`src/rtl/keypad_pkg.sv`:
```
// Shared types and constant tables for the 4x4 matrix keypad scanner.
package keypad_pkg;

  typedef enum logic [1:0] {
    SCAN     = 2'd0,
    DEBOUNCE = 2'd1,
    PRESS    = 2'd2,
    HELD     = 2'd3
  } scan_state_t;

  // Row-major key codes; the row 3 order matches the Pmod KYPD silkscreen.
  localparam logic [3:0] KEY_MAP [0:3][0:3] = '{
    '{4'h1, 4'h2, 4'h3, 4'hA},
    '{4'h4, 4'h5, 4'h6, 4'hB},
    '{4'h7, 4'h8, 4'h9, 4'hC},
    '{4'h0, 4'hF, 4'hE, 4'hD}
  };

  localparam logic [3:0] COL_DRIVE [0:3] = '{4'b1110, 4'b1101, 4'b1011, 4'b0111};

endpackage

```
`src/rtl/sync_2ff.sv`:
```
// Two-flop synchronizer for a bus of independent asynchronous bits.
// Flops reset to all-ones, which is the idle level of the keypad rows.
module sync_2ff #(
  parameter int WIDTH = 4
) (
  input  logic             clk,
  input  logic             rst,
  input  logic [WIDTH-1:0] d,
  output logic [WIDTH-1:0] q
);

  logic [WIDTH-1:0] meta;

  always_ff @(posedge clk) begin
    if (rst) begin
      meta <= '1;
      q    <= '1;
    end else begin
      meta <= d;
      q    <= meta;
    end
  end

endmodule

```
`src/rtl/keypad_scanner.sv`:
```
// 4x4 keypad scanner: column scan, press/release debounce, hex key code
// and a digit shift array shaped like the display driver's data_in.
module keypad_scanner
  import keypad_pkg::*;
#(
  parameter int COL_BITS        = 4,
  parameter int ROW_BITS        = 4,
  parameter int KEY_BITS        = 4,
  parameter int DIGIT_COUNT     = 4,
  parameter int SETTLE_CYCLES   = 1000,
  parameter int DEBOUNCE_CYCLES = 500000
) (
  input  logic                clk,
  input  logic                rst,
  input  logic [ROW_BITS-1:0] row_in,
  output logic [COL_BITS-1:0] col_out,
  output logic [KEY_BITS-1:0] key_code,
  output logic                key_valid,
  output logic                key_held,
  output logic [KEY_BITS-1:0] digits_out [DIGIT_COUNT]
);

  localparam int CNT_MAX = (SETTLE_CYCLES > DEBOUNCE_CYCLES) ? SETTLE_CYCLES : DEBOUNCE_CYCLES;
  localparam int CW      = $clog2(CNT_MAX + 1);
  localparam int CIW     = $clog2(COL_BITS);
  localparam int RIW     = $clog2(ROW_BITS);
  localparam logic [CW-1:0]  SETTLE_LAST = CW'(SETTLE_CYCLES);
  localparam logic [CW-1:0]  DEB_LAST    = CW'(DEBOUNCE_CYCLES - 1);
  localparam logic [CIW-1:0] COL_LAST    = CIW'(COL_BITS - 1);

  scan_state_t         state;
  logic [CW-1:0]       cnt;
  logic [CIW-1:0]      col_idx;
  logic [CIW-1:0]      col_next;
  logic [ROW_BITS-1:0] row_sync;
  logic [ROW_BITS-1:0] pat;
  logic [RIW-1:0]      row_idx;
  logic                idle;

  sync_2ff #(.WIDTH(ROW_BITS)) u_row_sync (
    .clk (clk),
    .rst (rst),
    .d   (row_in),
    .q   (row_sync)
  );

  assign idle     = &row_sync;
  assign col_next = (col_idx == COL_LAST) ? '0 : col_idx + 1'b1;
  assign col_out  = COL_BITS'(COL_DRIVE[col_idx]);

  // Lowest-index pressed row wins when several rows are low.
  always_comb begin
    row_idx = '0;
    for (int r = ROW_BITS - 1; r >= 0; r--)
      if (!pat[r]) row_idx = RIW'(r);
  end

  always_ff @(posedge clk) begin
    if (rst) begin
      state     <= SCAN;
      cnt       <= '0;
      col_idx   <= '0;
      pat       <= '1;
      key_code  <= '0;
      key_valid <= 1'b0;
      key_held  <= 1'b0;
      for (int i = 0; i < DIGIT_COUNT; i++) digits_out[i] <= '0;
    end else begin
      key_valid <= 1'b0;
      case (state)
        SCAN: begin
          if (cnt != SETTLE_LAST) begin
            cnt <= cnt + 1'b1;
          end else begin
            cnt <= '0;
            if (idle) begin
              col_idx <= col_next;
            end else begin
              pat   <= row_sync;
              state <= DEBOUNCE;
            end
          end
        end
        DEBOUNCE: begin
          if (row_sync != pat) begin
            cnt   <= '0;
            state <= SCAN;
          end else if (cnt == DEB_LAST) begin
            // Outputs are registered on entry so they are visible during PRESS.
            cnt       <= '0;
            state     <= PRESS;
            key_valid <= 1'b1;
            key_code  <= KEY_BITS'(KEY_MAP[row_idx][col_idx]);
            digits_out[0] <= KEY_BITS'(KEY_MAP[row_idx][col_idx]);
            for (int i = DIGIT_COUNT - 1; i > 0; i--) digits_out[i] <= digits_out[i-1];
          end else begin
            cnt <= cnt + 1'b1;
          end
        end
        PRESS: begin
          key_held <= 1'b1;
          cnt      <= '0;
          state    <= HELD;
        end
        HELD: begin
          if (!idle) begin
            cnt <= '0;
          end else if (cnt == DEB_LAST) begin
            cnt      <= '0;
            key_held <= 1'b0;
            col_idx  <= col_next;
            state    <= SCAN;
          end else begin
            cnt <= cnt + 1'b1;
          end
        end
        default: begin
          cnt   <= '0;
          state <= SCAN;
        end
      endcase
    end
  end

endmodule

```
`config.mk`:
```
export PLATFORM = sky130hd
export DESIGN_NAME = keypad_scanner
export DESIGN_NICKNAME = d
export VERILOG_FILES = /design/src/rtl/keypad_pkg.sv /design/src/rtl/sync_2ff.sv /design/src/rtl/keypad_scanner.sv
export SDC_FILE = /design/constraint.sdc
export NUM_CORES = 1
export LEC_CHECK = 0
export CAP_MARGIN = 20
export CORE_ASPECT_RATIO = 1.2
export CORE_MARGIN = 10
export CORE_UTILIZATION = 62
export DETAILED_ROUTE_END_ITERATION = 10
export DONT_BUFFER_PORTS = 1
export HOLD_SLACK_MARGIN = 0.06
export PLACE_DENSITY = 0.78
export SETUP_SLACK_MARGIN = 0.2
export SYNTH_ARGS = -nofsm -noshare
export SYNTH_HDL_FRONTEND = slang
export SYNTH_HIERARCHICAL = 1
export SYNTH_SLANG_ARGS = --single-unit
```
`constraint.sdc`:
```
create_clock -name clk -period 2.65 [get_ports clk]
set_clock_uncertainty 0.05 [all_clocks]
set_input_delay 0.1325 -clock clk [delete_from_list [all_inputs] [get_ports clk]]
set_output_delay 0.1325 -clock clk [all_outputs]
set_load 0.01 [all_outputs]
```
## Word level (Yosys, flattened, before mapping)

Index checks and enable logic that the tools add are counted.

- Output and inout bits: 26
- Flip-flop bits (word level): 53
- Word-level logic and storage cells: 80

- Bitwise logic cells: 6
- Add/sub/neg operators: 2
- Equality and inequality tests: 13
- Magnitude comparators: 2
- Reductions and logical operators: 10
- Multiplexer cells: 35

Operator list:

| operator | count |
|---|---|
| 19-bit two-way mux | 4 |
| 19-bit one-hot mux with 4 select lines | 1 |
| 16-bit binary-select mux with 2-bit select | 1 |
| 16-bit two-way mux | 2 |
| 2-bit two-way mux | 15 |
| 19-bit by 1-bit adder with 19-bit output, second input constant | 1 |
| 19-bit == test, second input constant | 1 |
| 19-bit by 10-bit != test with 1-bit output, second input constant | 1 |
| 4-bit binary-select mux with 2-bit select | 2 |
| 4-bit two-way mux | 4 |
| 2-bit != test, second input constant | 5 |
| 5-bit AND reduction | 2 |
| 3-bit AND reduction | 3 |
| 2-bit one-hot mux with 4 select lines | 1 |
| 2-bit == test, second input constant | 3 |
| 3-bit >= comparator, second input constant | 2 |
| 2-bit inverter with 3-bit output | 2 |
| 4-bit != test | 1 |
| 1-bit inverter | 4 |
| 2-bit one-hot mux with 2 select lines | 1 |
| 4-bit AND reduction | 1 |
| 2-bit nonzero test | 2 |
| 1-bit two-way mux | 3 |
| 3-bit != test, second input constant | 1 |
| other kinds (5) | 5 |

## Depth between registers and ports, before layout

- Depth in word-level cells: 11
- Mapped depth: 8
- Mapped depth without buffers: 8

## Modules after synthesis

Netlist, hierarchy kept.

By module, submodules not included:

| module | cells each | seq. area each (µm²) | times used | area each (µm²) |
|---|---|---|---|---|
| keypad_scanner | 247 | 900.9 | 1 | 2,238.4 |
| sync_2ff | 16 | 160.2 | 1 | 210.2 |

## Worst setup path after synthesis

Ideal clock, no wire load.

- Kind: register to register
- Start: register cnt[0]
- End: register digits_out[12] (netlist bit)
- Arrival time: 1.789 ns
- Library setup time: 0.128 ns
- Stages on the path, launching flop included: 9
- Data required time: 2.472 ns
- Period minus slack after synthesis: 1.966 ns
- Path buffers: 2
- Path slack: 0.684 ns
- Cell sequence: dfxtp_1 -> ha_1 -> and4_1 -> nand3_1 -> or4_1 -> buf_6 -> buf_6 -> mux2i_1 -> nor2_1

- Cells in the longest elaborated chain, start to end: 2

Ends and longest elaborated chain:

| what | RTL line | source |
|---|---|---|
| start: declaration | keypad_scanner.sv:32 | `logic [CW-1:0] cnt;` |
| start signal: assignment | keypad_scanner.sv:73 | `cnt <= cnt + 1'b1;` |
| start signal: assignment | keypad_scanner.sv:97 | `cnt <= cnt + 1'b1;` |
| start signal: assignment | keypad_scanner.sv:114 | `cnt <= cnt + 1'b1;` |
| 19-bit == test | keypad_scanner.sv:88 | `end else if (cnt == DEB_LAST) begin` |
| 3-bit AND reduction (no source line) | -- |  |
| end: declaration | keypad_scanner.sv:20 | `output logic [KEY_BITS-1:0] digits_out [DIGIT_COUNT]` |

No other way between the ends.
A chain may end at the register's enable or synchronous reset.

## Worst setup path after layout

- Start: register cnt[0]
- End: register digits_out[15] (netlist bit)

The elaborated chain is that of the path after synthesis.

==> reports/qor.csv <==
metric,value,unit
die_x,77.37,um
crit_path_max_fanout,12,
cts_tree,built,
worstPathArrival,2.43,ns
required,2.81,ns
powerDensity,504.4,nW/um^2
clk_pin_slew,0.09,ns
wl_per_cell,13.85,um
nets,279,
hpwl,3.104,mm
num_rows,24,
initial_utilization,65.76,%
die-area,6874,um^2
synth.most_common_cell,dfxtp_1,
p_leak,1.101,nW
num_antenna_cells,0,
synth_top_cell_by_area,dfxtp_1,
cpPeakStageDelay,0.60,ns
worstMarginPinSlew,0.6519,ns
ys_types,40,
setup_viol,0,
grt_pass1_vias,1649,
grt_max_degree,32,
min_path_type,reg2reg,
cp-start-kind,register,
min-delay-start,u_row_sync/meta[0],
overflow,0,
hold_violations,0,
synthFlopType,dfxtp_1,
reg2reg_from,cnt[0],
seq_area_frac_synth,43.33,%
synth_compound_area_share,5.161,%
finalWeightedCongestion,0.8090,
clk_path_buf_depth,2,
synth_edf_count,0,
grt_pass1_wl,7.479,mm
synthTopCellsByCount,"dfxtp_1 (53), nor2_1 (42), mux2i_1 (19)",
htree_levels,2,
synth_nets,278,
cap_viol_max_count,0,
drv_slew,0,
synth_mux_area_share,8.687,%
rsz0062_at_grt,no,
area_delta_synth_final,6.183,%
wirelength,4.391,mm
cts-root-buf,clkbuf_8,
critPathKind,reg2reg,
synthSimpleGateAreaFrac,24.37,%
vdd_drop_max,405.1,uV
portBuffers,0,
ys_warn_count,6,
cts_resized,0,
critPathLaunch,cnt[0],
synth_top_family_by_area,simple AND/OR/NAND/NOR gates,
avgSynthCellArea,9.310,um^2
period_share,85.88,%
setup_tns,0,ns
outcome,"complete, no violations",
drt_pass1_iterations,4,
drc,0,
synth_fa_ha_area_share,5.008,%
track_usage,13.30,%
clkSinkCount,53,
synth_area_leaders,"dfxtp_1 (43%), mux2i_1 (7.8%), nor2_1 (6.4%)",
numCtsBuffers,5,
core-area,3724,um^2
whs,0.3578,ns
drive_above_1_share,5.660,%
die_h,88.84,um
postRouteAntennaNets,0,
antenna_found_initial,0,
synth_xor_xnor_area_share,7.869,%
syn_inst,263,
syn_area,2449,um^2
drtIter0Drc,90,
async_reset_ff_share,0,%
crit_path_top_delay_cell,or4_1,
yosysTopAreaCellShare,43.33,%
max_freq,439.4,MHz
cp_cell_sequence,ha_1 -> and4_1 -> nand3_1 -> or4_1 -> buf_4 -> mux2i_1 -> nor2_1,
vias,1703,
ys_seq_elements,53,
io_pins,32,
period_needed,2.276,ns
cp-end-kind,register,
worstSkewPairLatency,0.30,ns
vias_per_cell,5.372,
slew_headroom,56.21,%
==> per-stage QoR <==
step                power, mW  utilization (%)  cell area [um^2]  instances  setup WS [ns]
floorplan              0.8629                -              2449        263         0.6837
global placement       0.8660            65.46              2437        303         0.4995
detailed placement     0.8668            65.46              2437        303         0.4012
CTS                     1.319            69.15              2575        316         0.3240
global route            1.361            69.83              2600        317         0.2437
finish                  1.312            69.83              2600        317         0.3742
==> report_power, final <==
group	total (mW)	switching (mW)	leakage [nW]	internal [mW]
logic	0.0505	0.0282	0.634	0.0223
clock network	0.448	0.262	0.0374	0.187
registers	0.813	0.00747	0.430	0.806
total	1.31	0.297	1.10	1.01
==> cell families (layout without fill, tap and decap cells) <==
kind of cell	Yosys count	in the layout
AOI/OAI and AO/OA	16	16
xor gates and xnor gates	22	22
buffers and inverters	27	29
DFF	53	53
and+or+nand+nor	115	115
adders and majority gates	10	10
muxes	20	20
==> timing repair <==
item	CTS	global route
hold endpoints to repair	34	0
buffers inserted	0	0
hold buffers	5	0
==> state kept, by name, indices dropped and copies added, names as in the netlist, named ones only <==
name / count
cnt: 19
col_idx: 2
digits_out: 16
key_held: 1
key_valid: 1
pat: 4
state: 1
u_row_sync/meta: 4
u_row_sync/q: 4
==> layout make-up <==
class	count	area [um^2]
tap	52	65.06
clock buffer	6	72.57
clock inverter	2	15.01
multi-input combinational	183	1251
timing repair buffer	7	82.58
sequential	53	1061
inverter	14	52.55
fill	296	1124
==> routing by layer <==
layer | share of wire (%) | wire (um) | track usage, % | vias to the layer above
met2 | 45 | 1995 | 22.45 | 40
met4 | 2.2 | 96 | 5.814 | 0
li1 | - | - | - | 883
met1 | 46 | 2006 | 14.58 | 772
met5 | 0 | 0 | 0 | -
met3 | 6.6 | 292 | 5.375 | 8
==> path summary, 6_finish.rpt <==
path         cells after the start              end  slack, ns
max                              7   digits_out[15]       0.37
min                              1  u_row_sync/q[0]       0.36
max reg2reg                      7   digits_out[15]       0.37
min reg2reg                      1  u_row_sync/q[0]       0.36
==> layout by cell type (no fill, tap or decap), types with 2 or more instances in the layout <==
master,n
xor2_1,9
clkinvlp_4,2
or2_1,9
and3_1,5
nand3b_1,2
and4_1,3
nand4_1,6
nor2_1,42
or4_1,2
nor4_1,2
a21oi_1,4
nand2_1,17
mux2i_1,19
nand3_1,11
nor3_1,7
o21ai_0,6
xnor2_1,13
dfxtp_1,53
inv_1,14
dlygate4sd3_1,5
clkbuf_8,5
ha_1,9
==> critical path, delay by kind of cell, from the launching register on <==
kind | cells | cell delay, ns
muxes | 1 | 0.17
buffers and inverters | 1 | 0.28
and+or+nand+nor | 4 | 1.07
adders and majority gates | 1 | 0.21
DFF | 1 | 0.39
No activity file was read; power rests on OpenSTA's default activity.
